==> src/rtl/voting_pkg.sv <==
// Shared definitions for the vote tally block: FSM state codes, winner codes,
// default passcode, count type, press-event struct and the winner rule.
// Latency: n/a (declarations only). Backpressure: n/a.
package voting_pkg;

  localparam int CNT_W = 7;
  typedef logic [CNT_W-1:0] cnt_t;

  // FSM state encodings, also driven straight out on the_state.
  localparam logic [1:0] ST_CLOSED = 2'd0;
  localparam logic [1:0] ST_OPEN   = 2'd1;
  localparam logic [1:0] ST_RESULT = 2'd2;

  // Winner codes; WIN_NONE also covers ties for first place and all-zero.
  localparam logic [1:0] WIN_NONE = 2'd0;
  localparam logic [1:0] WIN_C1   = 2'd1;
  localparam logic [1:0] WIN_C2   = 2'd2;
  localparam logic [1:0] WIN_C3   = 2'd3;

  localparam logic [15:0] DEFAULT_PASSCODE = 16'hA5C3;

  // One cycle's worth of detected button rises.
  typedef struct packed {
    logic       ov;    // open/close button
    logic [2:0] cand;  // candidate buttons, bit 0 = btn1
  } btn_evt_t;

  // Strict maximum; any tie at the top (including all zero) gives WIN_NONE.
  function automatic logic [1:0] winner_of(input cnt_t c1, input cnt_t c2, input cnt_t c3);
    logic [1:0] w;
    w = WIN_NONE;
    if (c1 > c2 && c1 > c3)      w = WIN_C1;
    else if (c2 > c1 && c2 > c3) w = WIN_C2;
    else if (c3 > c1 && c3 > c2) w = WIN_C3;
    return w;
  endfunction

endpackage

==> src/rtl/edge_detect.sv <==
// Rising-edge detector for one debounced button level.
// Latency: rise pulses for one cycle, registered, one clock after level is first sampled high.
// Backpressure: none; a held level yields exactly one pulse.
// Ports: clk, rst_n (async active-low), level (button in), rise (one-cycle pulse out).
module edge_detect (
  input  logic clk,
  input  logic rst_n,
  input  logic level,
  output logic rise
);

  logic prev;

  always_ff @(posedge clk or negedge rst_n) begin
    if (!rst_n) begin
      prev <= 1'b0;
      rise <= 1'b0;
    end else begin
      prev <= level;
      rise <= level & ~prev;
    end
  end

endmodule

==> src/rtl/vote_tally.sv <==
// Three-candidate vote counter with passcode-guarded CLOSED->OPEN->RESULT FSM.
// Latency: count/total/vote_ack/vote_nak update one cycle after a button rise is detected;
//          the_winner follows one cycle after the counts.
// Backpressure: none; rejected presses (bad code, multi-press, saturation, not OPEN) pulse vote_nak.
// Ports: clk_100MHz, reset (async active-low), btn1..3, btn_ov_cv, sw[15:0] in;
//        count1..3[6:0], total[8:0], the_state[1:0], the_winner[1:0], vote_ack, vote_nak out;
//        nak_count[7:0] out only when TALLY_AUDIT_EN is defined.
module vote_tally
  import voting_pkg::*;
#(
  parameter int          MAX_COUNT = 99,
  parameter logic [15:0] PASSCODE  = DEFAULT_PASSCODE
) (
  input  logic        clk_100MHz,
  input  logic        reset,
  input  logic        btn1,
  input  logic        btn2,
  input  logic        btn3,
  input  logic        btn_ov_cv,
  input  logic [15:0] sw,
  output logic [6:0]  count1,
  output logic [6:0]  count2,
  output logic [6:0]  count3,
  output logic [8:0]  total,
  output logic [1:0]  the_state,
  output logic [1:0]  the_winner,
  output logic        vote_ack,
  output logic        vote_nak
`ifdef TALLY_AUDIT_EN
  ,
  output logic [7:0]  nak_count
`endif
);

  localparam cnt_t MAX_C = cnt_t'(MAX_COUNT);

  logic       rise1, rise2, rise3, rise_ov;
  btn_evt_t   evt;
  logic [1:0] n_cand;

  logic [1:0]       state, state_d;
  cnt_t [2:0]       cnt, cnt_d;
  logic             ack_d, nak_d;
  logic             enter_open;

  edge_detect u_ed_btn1 (.clk(clk_100MHz), .rst_n(reset), .level(btn1),      .rise(rise1));
  edge_detect u_ed_btn2 (.clk(clk_100MHz), .rst_n(reset), .level(btn2),      .rise(rise2));
  edge_detect u_ed_btn3 (.clk(clk_100MHz), .rst_n(reset), .level(btn3),      .rise(rise3));
  edge_detect u_ed_ov   (.clk(clk_100MHz), .rst_n(reset), .level(btn_ov_cv), .rise(rise_ov));

  assign evt    = '{ov: rise_ov, cand: {rise3, rise2, rise1}};
  assign n_cand = {1'b0, rise1} + {1'b0, rise2} + {1'b0, rise3};

  always_comb begin
    state_d = state;
    cnt_d   = cnt;
    ack_d   = 1'b0;
    nak_d   = 1'b0;

    if (evt.ov) begin
      // Open/close wins; any candidate rise in the same cycle is dropped without a nak.
      if (sw == PASSCODE) begin
        case (state)
          ST_CLOSED: state_d = ST_OPEN;
          ST_OPEN:   state_d = ST_RESULT;
          default:   state_d = ST_CLOSED;
        endcase
      end else begin
        nak_d = 1'b1;
      end
    end else if (n_cand > 2'd1) begin
      nak_d = 1'b1;
    end else if (n_cand == 2'd1) begin
      if (state != ST_OPEN) begin
        nak_d = 1'b1;
      end else begin
        for (int i = 0; i < 3; i++) begin
          if (evt.cand[i]) begin
            if (cnt[i] == MAX_C) begin
              nak_d = 1'b1;
            end else begin
              cnt_d[i] = cnt[i] + cnt_t'(1);
              ack_d    = 1'b1;
            end
          end
        end
      end
    end

    enter_open = (state_d == ST_OPEN) && (state != ST_OPEN);
    if (enter_open) begin
      cnt_d = '0;
    end
  end

  always_ff @(posedge clk_100MHz or negedge reset) begin
    if (!reset) begin
      state      <= ST_CLOSED;
      cnt        <= '0;
      vote_ack   <= 1'b0;
      vote_nak   <= 1'b0;
      the_winner <= WIN_NONE;
    end else begin
      state    <= state_d;
      cnt      <= cnt_d;
      vote_ack <= ack_d;
      vote_nak <= nak_d;
      // Re-evaluated every cycle from the registered counts, so it trails any
      // count change by exactly one cycle; forced to none when a vote opens.
      if (enter_open) the_winner <= WIN_NONE;
      else            the_winner <= winner_of(cnt[0], cnt[1], cnt[2]);
    end
  end

`ifdef TALLY_AUDIT_EN
  always_ff @(posedge clk_100MHz or negedge reset) begin
    if (!reset) begin
      nak_count <= 8'd0;
    end else if (enter_open) begin
      nak_count <= 8'd0;
    end else if (vote_nak && nak_count != 8'hFF) begin
      nak_count <= nak_count + 8'd1;
    end
  end
`endif

  assign count1    = cnt[0];
  assign count2    = cnt[1];
  assign count3    = cnt[2];
  // Combinational sum keeps total consistent with the counts in every cycle.
  assign total     = {2'b00, cnt[0]} + {2'b00, cnt[1]} + {2'b00, cnt[2]};
  assign the_state = state;

endmodule

==> config.mk <==
export PLATFORM = sky130hd
export DESIGN_NAME = vote_tally
export DESIGN_NICKNAME = d
export VERILOG_FILES = /design/src/rtl/voting_pkg.sv /design/src/rtl/edge_detect.sv /design/src/rtl/vote_tally.sv
export SDC_FILE = /design/constraint.sdc
export NUM_CORES = 1
export LEC_CHECK = 0
export CAP_MARGIN = 10
export CORE_ASPECT_RATIO = 0.5
export CORE_UTILIZATION = 55
export CTS_CLUSTER_DIAMETER = 150
export DETAILED_ROUTE_END_ITERATION = 6
export GPL_ROUTABILITY_DRIVEN = 0
export PLACE_DENSITY = 0.86
export SLEW_MARGIN = 20
export SYNTH_ARGS = -nofsm -noshare
export SYNTH_HDL_FRONTEND = slang
export SYNTH_SLANG_ARGS = --single-unit
==> constraint.sdc <==
create_clock -name clk_100MHz -period 7.6 [get_ports clk_100MHz]
set_input_delay 1.14 -clock clk_100MHz [delete_from_list [all_inputs] [get_ports clk_100MHz]]
set_output_delay 1.14 -clock clk_100MHz [all_outputs]
set_load 0.03 [all_outputs]
==> results_dict.tcl, run 1 <==
set metrics [dict create \
    start_kind "flop" \
    crit_fanout 8 \
    cp.required_ps 6460 \
    cts_root_buf "clkbuf_8" \
    p_clk_frac 0.390 \
    fin_crit_sh 0.604 \
    hp-class "reg -> reg" \
    p_per_area_nw_per_um2 111 \
    placementRows 17 \
    hold_viol 0 \
    wl_met2_mm 3.23 \
    rsz0062_at_grt "false" \
    cts_buffers 5 \
    cts-htree-levels 2 \
    placed_cells 364 \
    finalSetupViolations 0 \
    ant_nets 0 \
    fin_setup_tns_ps 0 \
    cp_cell_sequence "fa_1 -> ha_1 -> fa_1 -> a21o_1 -> a21oi_1 -> o21bai_1 -> a21oi_1 -> xnor2_1 -> clkdlybuf4s50_1" \
    wl_met3_um 557 \
    grt_overflow 0 \
    antenna_found_initial 0 \
    syn-num-nets 316 \
    nFillCells 317 \
    leakage_uw 0.00140 \
    syn_area_per_cell_sq_um 10.0 \
    status "complete, but fails checks" \
    clock_path_buffers 2 \
    dp_hpwl_mm 5.00 \
    top_layer "met4" \
    via_per_inst 5.96 \
    violations "DRC" \
    multi_input_area_sq_um 1570 \
    coreArea_sq_um 4420 \
    vdd_drop_max_mv 0.123 \
    yosys-top-cells-area "dfrtp_1 (34%), ha_1 (15%), fa_1 (7.1%), xnor2_1 (4.8%), nor2_1 (4.4%)" \
    grt_start_max_net_pins 36 \
    seq_area_sq_um 876 \
    ctsHoldBuffers 0 \
    drtPass1Iterations 7 \
    first_iter_violations 223 \
    slew_headroom 0.378 \
    io_pins 58 \
    synth_top_area_cell "dfrtp_1" \
    pwr-share-seq 0.530 \
    cap_viol_max_count 0 \
    timing.fmax_mhz 218 \
    synth-edff-count 0 \
    worst_pin_slew_ps 929 \
    cts_sinks 35 \
    start_util 0.577 \
    gr-usage-all-layers 0.294 \
    swShare 0.233 \
    wl_per_cell_um 18.1 \
    r2r-start "count1[2]" \
    nets 375 \
    critPathArrivalTime_ps 3450 \
    power.net_switching_uw 84.0 \
    vias 2210 \
    insertion_delay_ps 290 \
    cts_tree "built" \
    cts_setup_buffers 0 \
    maxSlewViolCount 0 \
    antenna_cells 0 \
    met1_length_mm 2.79 \
    period_needed_ps 4590 \
    post-route-drc-count 1 \
    routed_wl_mm 6.70 \
    ys_seq_elements 35 \
    critPathKind "reg -> out" \
    syn2layout_area_growth_pct 27.5 \
    io_buffers 57 \
    min_from "u_ed_btn3.prev" \
    drive_gt1_frac 0.0478 \
    cts-resized-gates 0 \
    layout.cells.non_filler 371 \
    ys_warn_count 0 \
    p_int_uw 276 \
    async_flop_share 1.00 \
    synth_area_sq_um 2550 \
    synth.distinct_cells 47 \
    synthFlopType "dfrtp_1" \
    grt_pass1_vias 2177 \
    die_x_um 98.3 \
    netlist.area_leader.share 0.343 \
    timing.critical_path.from "count2[1]" \
    max_stage_delay_ps 680 \
    critPathSlowestCell "clkdlybuf4s50_1" \
    die_y_um 50.2 \
    combinationalPowerShare 0.079 \
    holdWs_ps 394 \
    synth_seq_area_share 0.343 \
    critPathCaptureType "output port" \
    grt_pass1_wl_mm 10.9 \
    path_clk_slew_ps 70 \
    syn-instance-count 255 \
    die_area_sq_um 4930 \
    fin_skew_ps 8.02 \
]
==> registers in the layout (all words and copies together), names as in the netlist, 2 cells and up <==
signal      cells
count1          7
count3          7
the_state       2
count2          7
the_winner      2
==> path summary, 6_finish.rpt <==
| path | to | slack (ps) | depth (start not counted) |
|---|---|---|---|
| min in group asynchronous | count1[4] | 1250 | 2 |
| max in group asynchronous | count3[1] | 6010 | 2 |
| setup reg to reg | the_winner[1] | 5390 | 7 |
| hold reg to reg | u_ed_btn3.rise | 390 | 1 |
| setup / recovery | total[7] | 3010 | 9 |
| hold / removal | u_ed_btn3.rise | 390 | 1 |
==> worst max-delay path: cells and delay by family (launching register included) <==
kind	cells	cell delay (ps)
fa+ha+maj	3	1160
compound gates	4	680
buf+inv	1	680
flops	1	520
xor+xnor	1	130
==> synth_stat cells (2+ instances only) <==
cell and count:
and3_1 4, nor2b_1 6, nor3_1 6, buf_2 2, xor2_1 6, xnor2_1 14, ha_1 30, a21oi_1 12
nand3b_1 2, a211oi_1 2, mux2i_1 5, nand4b_1 3, buf_4 3, o21a_1 2, nor2_1 30, nand4_1 16
fa_1 9, nand2_1 9, or3_1 3, dfrtp_1 35, and2b_1 3, a21o_1 3, nand3_1 4, nand2b_1 2
o21ai_0 4, inv_1 19
==> metrics by stage <==
step / instance area [sq um] / worst slack (ps) / total power [uW] / utilization
after floorplan: 2550 / 3810 / 204 / -
after global placement: 3170 / 3390 / 222 / 0.715
after detailed placement: 3170 / 3320 / 223 / 0.715
after CTS: 3250 / 3010 / 361 / 0.735
after global routing: 3250 / 2860 / 371 / 0.735
final: 3250 / 3010 / 360 / 0.735
==> final cells by class <==
cell class	count	share of cell area
clock buffer	6	0.0254
clock inverter	1	0.00154
tap	57	0.0219
inverter	19	0.0219
multi-input combinational	195	0.482
timing repair buffer	58	0.178
sequential	35	0.269
==> cell families (layout without fill, tap and decap cells) <==
kind of cell	count (synthesis)	in the layout	synth area share
AND/OR/NAND/NOR	99	99	0.229
flip-flops	35	35	0.343
multiplexers	5	5	0.0196
adder cells (fa/ha/maj)	39	39	0.218
XOR/XNOR	20	20	0.0686
AO/OA/AOI/OAI	32	32	0.0794
buffers and inverters	25	84	0.0422
==> cell usage in the layout (no fill, tap or decap), types with 5 or more instances in the layout <==
master	instances
fa_1	9
a21oi_1	12
dfrtp_1	35
clkdlybuf4s50_1	57
nor2b_1	6
ha_1	30
clkbuf_8	6
nand2_1	9
xnor2_1	14
nor3_1	6
nor2_1	30
nand4_1	16
mux2i_1	5
inv_1	19
xor2_1	6
==> layer usage <==
layer | up-vias | track usage
li1 | 1022 | -
met1 | 1057 | 0.391
met2 | 114 | 0.487
met3 | 17 | 0.0655
met4 | 0 | 0.0896
met5 | - | 0
==> power groups by stage <==
stage                     Combinational [uW]  Sequential (uW)  Clock [uW]
after CTS                               28.9              191         141
after detailed placement                28.7              195           0
final                                   28.5              191         141
after global placement                  27.6              195           0
after global routing                    30.9              191         148
after floorplan                         7.69              196           0
No activity file was read; power rests on OpenSTA's default activity.
==> inputs of run 2 (changes only) <==
--- a/config.mk
+++ b/config.mk
@@ -7,11 +7,11 @@
 export LEC_CHECK = 0
 export CAP_MARGIN = 10
 export CORE_ASPECT_RATIO = 0.5
-export CORE_UTILIZATION = 55
+export CORE_UTILIZATION = 46
 export CTS_CLUSTER_DIAMETER = 150
 export DETAILED_ROUTE_END_ITERATION = 6
 export GPL_ROUTABILITY_DRIVEN = 0
-export PLACE_DENSITY = 0.86
+export PLACE_DENSITY = 0.77
 export SLEW_MARGIN = 20
 export SYNTH_ARGS = -nofsm -noshare
 export SYNTH_HDL_FRONTEND = slang
==> constraint.sdc (replaced) <==
create_clock -name clk_100MHz -period 4.05 [get_ports clk_100MHz]
set_input_delay 0.6075 -clock clk_100MHz [delete_from_list [all_inputs] [get_ports clk_100MHz]]
set_output_delay 0.6075 -clock clk_100MHz [all_outputs]
set_load 0.03 [all_outputs]
==> run 2 against run 1 <==
- the run now ends clean
- sequential cell count is the same
- non-clock buffer count increased by 4
- cell area rose by 1.0%
- sequential share of layout area fell by 0.28 points
- core utilization shrank 9.5 points
- total power rose by 79%
- worst hold slack improved by 1.0 ps
- largest cell class unchanged
- combinational power up 86%
- via count shrank 0.72%
- count of clock-buffer cells in the layout did not move
==> results_dict.tcl, run 2 (synthesis gave the netlist of run 1 again) <==
set metrics [dict create \
    status "finished clean" \
    vdd_drop_max_mv 0.177 \
    grt_pass1_vias 2174 \
    io_buffers 57 \
    hp-class "reg -> reg" \
    rsz0062_at_grt "false" \
    timing.fmax_mhz 265 \
    die_x_um 107 \
    p_per_area_nw_per_um2 197 \
    path_clk_slew_ps 60 \
    cts_buffers 5 \
    io_pins 58 \
    critPathKind "reg -> out" \
    antenna_cells 0 \
    layout.cells.non_filler 387 \
    drive_gt1_frac 0.0536 \
    worst_pin_slew_ps 905 \
    busiest_layer "met2" \
    grt_overflow 0 \
    met2_usage 0.408 \
    cts_tree "built" \
    ant_nets 0 \
    cp.required_ps 3440 \
    layout_commonest_cell "clkdlybuf4s50_1" \
    cap_viol_max_count 0 \
    design_area_sq_um 3290 \
    insertion_delay_ps 280 \
    holdWs_ps 395 \
    fin_skew_ps 8.60 \
    critPathCaptureType "output port" \
    die_y_um 54.7 \
    clock_path_buffers 2 \
    start_util 0.497 \
    leakage_uw 0.00143 \
    wl_per_cell_um 17.0 \
    first_iter_violations 130 \
    slew_headroom 0.394 \
    critPathArrivalTime_ps 3160 \
    placed_area_sq_um 3210 \
    cts_root_buf "clkbuf_8" \
    cts-htree-levels 2 \
    grt_start_max_net_pins 36 \
    die_area_sq_um 5870 \
    placementRows 18 \
    fin_crit_sh 0.931 \
    finalSetupViolations 0 \
    cts_sinks 35 \
    gr-usage-all-layers 0.249 \
    vias 2194 \
    maxSlewViolCount 0 \
    placed_cells 381 \
    antenna_found_initial 0 \
    mostFrequentLayoutCells "clkdlybuf4s50_1 (56), dfrtp_1 (35), nor2_1 (30), ha_1 (30), inv_1 (19)" \
    start_kind "flop" \
    utilization 0.640 \
    met3_usage 0.0560 \
    routed_wl_mm 6.59 \
    post-route-drc-count 0 \
    period_needed_ps 3770 \
    fin_setup_tns_ps 0 \
    grt_pass1_wl_mm 10.6 \
    hold_viol 0 \
    syn2layout_area_growth_pct 28.8 \
    drtPass1Iterations 4 \
    coreArea_sq_um 5130 \
    grt_use_met1 0.333 \
    nets 379 \
    crit_fanout 8 \
    cts_setup_buffers 0 \
    nFillCells 424 \
    via_per_inst 5.67 \
    dp_hpwl_mm 5.14 \
]
==> run 2: per-stage QoR <==
stage                     setup WS [ps]  power, uW
final                               278        647
after global routing                100        674
after CTS                          14.3        657
after detailed placement            340        419
after global placement              354        417
after floorplan                     790        383
==> run 2: path summary, 6_finish.rpt <==
check	end	slack (ps)	depth (start not counted)	start
worst max-delay path	total[5]	280	7	count3[1]
worst min-delay path	u_ed_btn1.rise	390	1	u_ed_btn1.prev
worst max register to register	vote_ack	1850	5	count2[1]
worst min register to register	u_ed_btn1.rise	390	1	u_ed_btn1.prev
max in group asynchronous	vote_ack	2980	2	reset
min in group asynchronous	count3[0]	740	2	reset
==> run 2: worst max-delay path, stage by stage (launching register included) <==
cell             delay, ps
dfrtp_1                510
fa_1                   470
ha_1                   240
fa_1                   420
a21o_1                 200
a21oi_1                210
xnor2_1                150
clkdlybuf4s50_1        680
==> run 2: layout make-up <==
type	count	area, sq um	share of cell area
repair buffers	62	611	0.186
inverters	19	71.3	0.0217
flip-flops and latches	35	876	0.266
multi-input cells	195	1570	0.477
clock buffers	6	72.6	0.0221
well taps	70	87.6	0.0266
==> run 2: per-layer routing <==
layer,wire length [um],up-vias
li1,-,1018
met1,2990,1085
met2,3060,81
met3,463,10
met4,80,0
met5,0,-
==> run 2: where the power goes <==
group	switching [uW]	internal (uW)
Sequential	3.39	355
Clock	120	115
Combinational	23.4	29.7
==> run 2: what timing repair did <==
| item | 4_1_cts | 5_1_grt |
|---|---|---|
| hold buffers | 0 | 0 |
| gates resized for setup | 0 | 1 |
| endpoints found under the setup margin | 0 | 1 |
